File: src/rtl/ps2_pkg.sv
// Shared PS/2 definitions: transmitter state encoding, keyboard command
// bytes and the odd-parity helper. Also intended for keyboard_decoder.
package ps2_pkg;

  typedef enum logic [2:0] {
    IDLE,
    INHIBIT,
    REQ,
    SEND,
    ACK,
    WAIT_IDLE,
    DONE,
    ERROR
  } ps2_state_e;

  localparam logic [7:0] CMD_SET_LEDS = 8'hED;
  localparam logic [7:0] CMD_RESET    = 8'hFF;
  localparam logic [7:0] CMD_ENABLE   = 8'hF4;

  // Byte the keyboard returns after accepting a command (receiver side).
  localparam logic [7:0] ACK_BYTE     = 8'hFA;

  // PS/2 uses odd parity: data plus parity bit carries an odd number of ones.
  function automatic logic odd_parity(input logic [7:0] data);
    return ~^data;
  endfunction

endpackage

File: src/rtl/ps2_line_sync.sv
// Input conditioning for one PS/2 line: 2-FF synchroniser, optional
// 4-sample stability filter (PS2_TX_GLITCH_FILTER_EN) and a falling-edge
// strobe. Lines idle high, so every stage resets to 1.
module ps2_line_sync (
  input  logic clock,
  input  logic resetn,
  input  logic pin,
  output logic level,
  output logic fall
);

  logic [1:0] sync_ff;
  logic       prev;

  // Two-flop synchroniser for the asynchronous pin.
  always_ff @(posedge clock or negedge resetn) begin
    if (!resetn) sync_ff <= 2'b11;
    else         sync_ff <= {sync_ff[0], pin};
  end

`ifdef PS2_TX_GLITCH_FILTER_EN
  logic [2:0] hist;
  logic       filt;

  // Output follows the synchronised line only after 4 equal consecutive samples.
  always_ff @(posedge clock or negedge resetn) begin
    if (!resetn) begin
      hist <= 3'b111;
      filt <= 1'b1;
    end else begin
      hist <= {hist[1:0], sync_ff[1]};
      if (hist == {3{sync_ff[1]}}) filt <= sync_ff[1];
    end
  end

  assign level = filt;
`else
  assign level = sync_ff[1];
`endif

  // Previous level, used to detect a high-to-low transition.
  always_ff @(posedge clock or negedge resetn) begin
    if (!resetn) prev <= 1'b1;
    else         prev <= level;
  end

  assign fall = prev & ~level;

endmodule

File: src/rtl/ps2_host_tx.sv
// PS/2 host-to-device command transmitter (request-to-send, device-clocked).
// Drives open-drain enables only; the top level builds line = oe ? 0 : z.
// Optional input glitch filter: define PS2_TX_GLITCH_FILTER_EN.
//
// state     | meaning
// ----------+-------------------------------------------------------------
// IDLE      | lines released, tx_ready high, waiting for tx_valid
// INHIBIT   | clock held low for INHIBIT_CYCLES
// REQ       | clock and data low for one cycle (start bit)
// SEND      | clock released, data/parity/stop shifted on each device fall
// ACK       | stop presented, next device fall samples the ACK bit
// WAIT_IDLE | waiting for both lines high again
// DONE      | one-cycle tx_done pulse
// ERROR     | one-cycle tx_error pulse (NACK or timeout), lines released
module ps2_host_tx
  import ps2_pkg::*;
#(
  parameter int unsigned INHIBIT_CYCLES   = 6000,
  parameter int unsigned TIMEOUT_CYCLES   = 1000000,
  parameter int unsigned IDLE_WAIT_CYCLES = 2500000
) (
  input  logic       clock,
  input  logic       resetn,
  input  logic [7:0] tx_data,
  input  logic       tx_valid,
  output logic       tx_ready,
  input  logic       ps2_clk_in,
  input  logic       ps2_dat_in,
  output logic       ps2_clk_oe,
  output logic       ps2_dat_oe,
  output logic       busy,
  output logic       tx_done,
  output logic       tx_error
);

  localparam int INH_W  = $clog2(INHIBIT_CYCLES) + 1;
  localparam int TMO_W  = $clog2(TIMEOUT_CYCLES) + 1;
  localparam int IDLE_W = $clog2(IDLE_WAIT_CYCLES) + 1;

  ps2_state_e        state;
  logic [9:0]        shreg;
  logic [3:0]        bit_idx;
  logic [INH_W-1:0]  inh_cnt;
  logic [TMO_W-1:0]  tmo_cnt;
  logic [IDLE_W-1:0] idle_cnt;

  logic clk_level;
  logic clk_fall;
  logic dat_level;

  ps2_line_sync u_clk_sync (
    .clock  (clock),
    .resetn (resetn),
    .pin    (ps2_clk_in),
    .level  (clk_level),
    .fall   (clk_fall)
  );

  ps2_line_sync u_dat_sync (
    .clock  (clock),
    .resetn (resetn),
    .pin    (ps2_dat_in),
    .level  (dat_level),
    .fall   ()
  );

  // Transmit sequencer; all outputs are registered alongside the state.
  always_ff @(posedge clock or negedge resetn) begin
    if (!resetn) begin
      state      <= IDLE;
      shreg      <= '0;
      bit_idx    <= '0;
      inh_cnt    <= '0;
      tmo_cnt    <= '0;
      idle_cnt   <= '0;
      ps2_clk_oe <= 1'b0;
      ps2_dat_oe <= 1'b0;
      tx_ready   <= 1'b1;
      busy       <= 1'b0;
      tx_done    <= 1'b0;
      tx_error   <= 1'b0;
    end else begin
      tx_done  <= 1'b0;
      tx_error <= 1'b0;
      case (state)
        IDLE: begin
          if (tx_valid && tx_ready) begin
            shreg      <= {1'b1, odd_parity(tx_data), tx_data};
            bit_idx    <= '0;
            inh_cnt    <= INH_W'(INHIBIT_CYCLES - 1);
            state      <= INHIBIT;
            ps2_clk_oe <= 1'b1;
            ps2_dat_oe <= 1'b0;
            tx_ready   <= 1'b0;
            busy       <= 1'b1;
          end
        end
        INHIBIT: begin
          if (inh_cnt == '0) begin
            state      <= REQ;
            ps2_dat_oe <= 1'b1;
          end else begin
            inh_cnt <= inh_cnt - 1'b1;
          end
        end
        REQ: begin
          state      <= SEND;
          ps2_clk_oe <= 1'b0;
          tmo_cnt    <= TMO_W'(TIMEOUT_CYCLES - 1);
        end
        SEND: begin
          // Timeout is checked first so it wins over a coincident clock fall.
          if (tmo_cnt == '0) begin
            state      <= ERROR;
            tx_error   <= 1'b1;
            ps2_clk_oe <= 1'b0;
            ps2_dat_oe <= 1'b0;
          end else begin
            tmo_cnt <= tmo_cnt - 1'b1;
            if (clk_fall) begin
              ps2_dat_oe <= ~shreg[0];
              shreg      <= {1'b0, shreg[9:1]};
              bit_idx    <= bit_idx + 1'b1;
              if (bit_idx == 4'd9) state <= ACK;
            end
          end
        end
        ACK: begin
          if (tmo_cnt == '0) begin
            state      <= ERROR;
            tx_error   <= 1'b1;
            ps2_clk_oe <= 1'b0;
            ps2_dat_oe <= 1'b0;
          end else begin
            tmo_cnt <= tmo_cnt - 1'b1;
            if (clk_fall) begin
              if (!dat_level) begin
                state    <= WAIT_IDLE;
                idle_cnt <= IDLE_W'(IDLE_WAIT_CYCLES - 1);
              end else begin
                state      <= ERROR;
                tx_error   <= 1'b1;
                ps2_clk_oe <= 1'b0;
                ps2_dat_oe <= 1'b0;
              end
            end
          end
        end
        WAIT_IDLE: begin
          if (clk_level && dat_level) begin
            state   <= DONE;
            tx_done <= 1'b1;
          end else if (idle_cnt == '0) begin
            state      <= ERROR;
            tx_error   <= 1'b1;
            ps2_clk_oe <= 1'b0;
            ps2_dat_oe <= 1'b0;
          end else begin
            idle_cnt <= idle_cnt - 1'b1;
          end
        end
        DONE, ERROR: begin
          state      <= IDLE;
          ps2_clk_oe <= 1'b0;
          ps2_dat_oe <= 1'b0;
          tx_ready   <= 1'b1;
          busy       <= 1'b0;
        end
        default: begin
          state      <= IDLE;
          ps2_clk_oe <= 1'b0;
          ps2_dat_oe <= 1'b0;
          tx_ready   <= 1'b1;
          busy       <= 1'b0;
        end
      endcase
    end
  end

endmodule

File: config.mk
export PLATFORM = sky130hd
export DESIGN_NAME = ps2_host_tx
export DESIGN_NICKNAME = d
export VERILOG_FILES = /design/src/rtl/ps2_pkg.sv /design/src/rtl/ps2_line_sync.sv /design/src/rtl/ps2_host_tx.sv
export SDC_FILE = /design/constraint.sdc
export NUM_CORES = 1
export LEC_CHECK = 0
export CORE_ASPECT_RATIO = 1.1
export CORE_MARGIN = 2
export CORE_UTILIZATION = 55
export CTS_CLUSTER_DIAMETER = 200
export DETAILED_ROUTE_END_ITERATION = 6
export PLACE_DENSITY = 0.86
export SYNTH_ARGS = -nofsm -noshare
export SYNTH_HDL_FRONTEND = slang
export SYNTH_SLANG_ARGS = --single-unit
File: constraint.sdc
create_clock -name clock -period 2.4 [get_ports clock]
set_input_delay 0.24 -clock clock [delete_from_list [all_inputs] [get_ports clock]]
set_output_delay 0.24 -clock clock [all_outputs]
set_load 0.01 [all_outputs]
==> impl_metrics.toml <==
[drt]
drc_errors = 0
wirelength_mm = 11.5
vias = 4086
met1_length_mm = 4.78
highest_layer = "met4"
route.met2.wl_mm = 5.82
final_antenna_net_count = 0
avgRoutedWirePerCell_microns = 17.1
route.met3.wl_microns = 535
viasPerCell = 6.05
drt_iter0_drc = 266
drtPass1Iterations = 5

[synthesis]
synth_most_common_cell = "dfrtp_1"
netlist_top_cells_count = "80 x dfrtp_1, 65 x nand2_1, 49 x nor2_1"
synth_enable_flop_cells = 0
syn_nets = 520
synth-seq-area-share_pct = 45.8
syn_area_per_cell_sq_um = 9.43
synth_cell_types = 61
synth_warnings = 0
synth_area_leaders = "dfrtp_1 42%, nand2_1 5.2%, xnor2_1 4.8%"
synth_area_sq_mm = 0.00471
ys_async_sr_fraction_pct = 100
synth_top_flop_cell = "dfrtp_1"
syn_inst = 500
ys_seq_elements = 86
yosysTopAreaCellShare_pct = 42.5
synth_top_area_cell = "dfrtp_1"

[timing]
timing.final.crit_period_ns = 2.40
rsz0062_at_grt = "true"
worstMarginPinSlew_ns = 0.623
skew_ns = 0.0126
fin_tns_setup_ns = -0.000220
fin_crit_sh_pct = 100
maxSlewViolCount = 0
whs_ns = 0.262
fmax_mhz = 417
hold_viol_final = 0
maxSlewHeadroom_pct = 58.3
setup_viol = 1
setup_slack_ns = -0.000220

[pwr]
power.density_mw_per_mm2 = 1010
vdd_ir_drop_max_mv = 0.651
p_total_uw = 5720
leakage_uw = 0.00227

[cells_and_area]
antenna_cells = 0
ff_latch_area_sq_mm = 0.00216
layout.nets = 579
drive_gt1_share_pct = 18.8
finalInstanceArea_sq_mm = 0.00563
syn2layout_area_growth_pct = 19.5
fin_util_pct = 67.4
multiInputGateArea_sq_mm = 0.00251
fillers = 639

[outcome]
outcome = "finished with violations"
failed_checks = "negative setup slack"

[worst_hold_path]
hp-class = "input port to flip-flop"

[setup_path]
critPathCaptureType = "flip-flop"
cp.arrival_ns = 2.69
path_max_fanout = 3
reg2reg_slack_ns = -0.0002
crit_type = "flip-flop to flip-flop"
required_ns = 2.69
crit_path_start_kind = "flip-flop"

[floorplanning]
io_pins = 19
initial_utilization_pct = 56.4
rows = 35
dieArea_sq_mm = 0.00933
chipHeight_microns = 101
die_w_microns = 92.3
core_sq_mm = 0.00836

[placement]
postPlaceCellArea_sq_mm = 0.00524
gp_congestion = 0.899
dp_hpwl_mm = 7.64
port-buffer-count = 18

[clocking]
cts.sinks = 86
clk_pin_slew_ns = 0.09
insertion_delay_ns = 0.38
max-clock-path-buffers = 2
htree_levels = 3
cts_tree = "done"
cts_made_buffers = 9
clockRootBuffer = "clkbuf_8"

[grt]
grt_pass1_vias = 4063
gr-total-overflow = 0
grt_use_total_pct = 25.6
grt_pass1_wl_mm = 18.9
grt_max_degree = 46
antenna_found_initial = 0

[job]
drv_cap = 0
report_power, final:
group	internal, uW	total, uW	switching, uW
registers	1840	2280	438
logic	1070	2350	1280
clock network	515	1080	569
total	3430	5720	2280
layer usage:
| metal | vias up | track usage, % |
|---|---|---|
| li1 | 1915 | - |
| met2 | 139 | 43.7 |
| met1 | 1995 | 31.3 |
| met3 | 37 | 5.09 |
| met4 | 0 | 12.6 |
| met5 | - | 0 |
worst max-delay path, stage by stage, from the launching register on:
cell      delay (ns)
dfrtp_1         0.41
inv_2           0.09
ha_4            0.14
or3b_4          0.37
or2_4           0.24
or3_4           0.36
and4bb_4        0.34
and3_4          0.18
mux2i_1         0.19
area by class of cell:
class                           instances  share of cell area, %
Multi-Input combinational cell        386                   44.5
Clock inverter                          6                   1.24
Sequential cell                        86                   38.4
Clock buffer                           10                   2.44
Timing Repair Buffer                   67                   10.4
Tap cell                              111                   2.47
Inverter                                9                  0.600
timing repair:
item / CTS / global route
hold endpoints to repair: 42 / 0
pin swaps: 3 / 8
buffers inserted: 7 / 6
setup endpoints to repair: 14 / 32
resized for setup: 5 / 7
hold buffers: 1 / 0
logic make-up (layout without fill, tap and decap cells):
| logic type | count (synthesis) | count (layout) | synth area share [%] |
|---|---|---|---|
| xor+xnor | 30 | 30 | 5.57 |
| fa+ha+maj | 7 | 7 | 1.86 |
| compound gates | 95 | 95 | 12.6 |
| simple gates | 237 | 237 | 28.2 |
| mux | 17 | 17 | 3.61 |
| buf+inv | 28 | 92 | 2.44 |
| flops | 86 | 86 | 45.8 |
state kept, by name (all words and copies together), names as in the netlist, 2 cells and up:
register and cells:
idle_cnt 23, tmo_cnt 21, state 3, u_dat_sync.sync_ff 2
u_clk_sync.sync_ff 2, inh_cnt 14, bit_idx 4, shreg 10
metrics by stage:
step	cells	worst slack, ns
2_1_floorplan	500	0.0143
3_3_place_gp	645	0.0719
3_5_place_dp	645	-0.0557
4_1_cts	669	-0.0411
5_1_grt	675	-0.0199
6_report	675	-0.000220
path summary, 6_finish.rpt:
kind / from / endpoint / depth (start not counted)
worst max register to register: idle_cnt[1] / idle_cnt[20] / 8
max in group asynchronous: resetn / u_dat_sync.sync_ff[0] / 3
worst max-delay path: idle_cnt[1] / idle_cnt[20] / 8
worst min-delay path: ps2_dat_in / u_dat_sync.sync_ff[0] / 1
worst min register to register: u_dat_sync.sync_ff[0] / u_dat_sync.sync_ff[1] / 0
min in group asynchronous: resetn / idle_cnt[18] / 2
placed cells by master, fill, tap and decap left out, types with 6 or more instances in the layout:
| cell | instances |
|---|---|
| nand3_1 | 10 |
| mux2i_1 | 17 |
| nor2b_1 | 7 |
| or2_2 | 6 |
| clkdlybuf4s50_1 | 17 |
| nor3_1 | 19 |
| xnor2_1 | 25 |
| a31oi_1 | 11 |
| clkbuf_8 | 10 |
| ha_1 | 6 |
| a21oi_1 | 18 |
| dfrtp_1 | 79 |
| inv_1 | 7 |
| o31ai_1 | 6 |
| o21ai_0 | 35 |
| buf_4 | 46 |
| dfstp_2 | 6 |
| nand2_1 | 65 |
| or3_1 | 10 |
| nor2_1 | 49 |
| nor4_1 | 11 |
No activity file was read; power rests on OpenSTA's default activity.
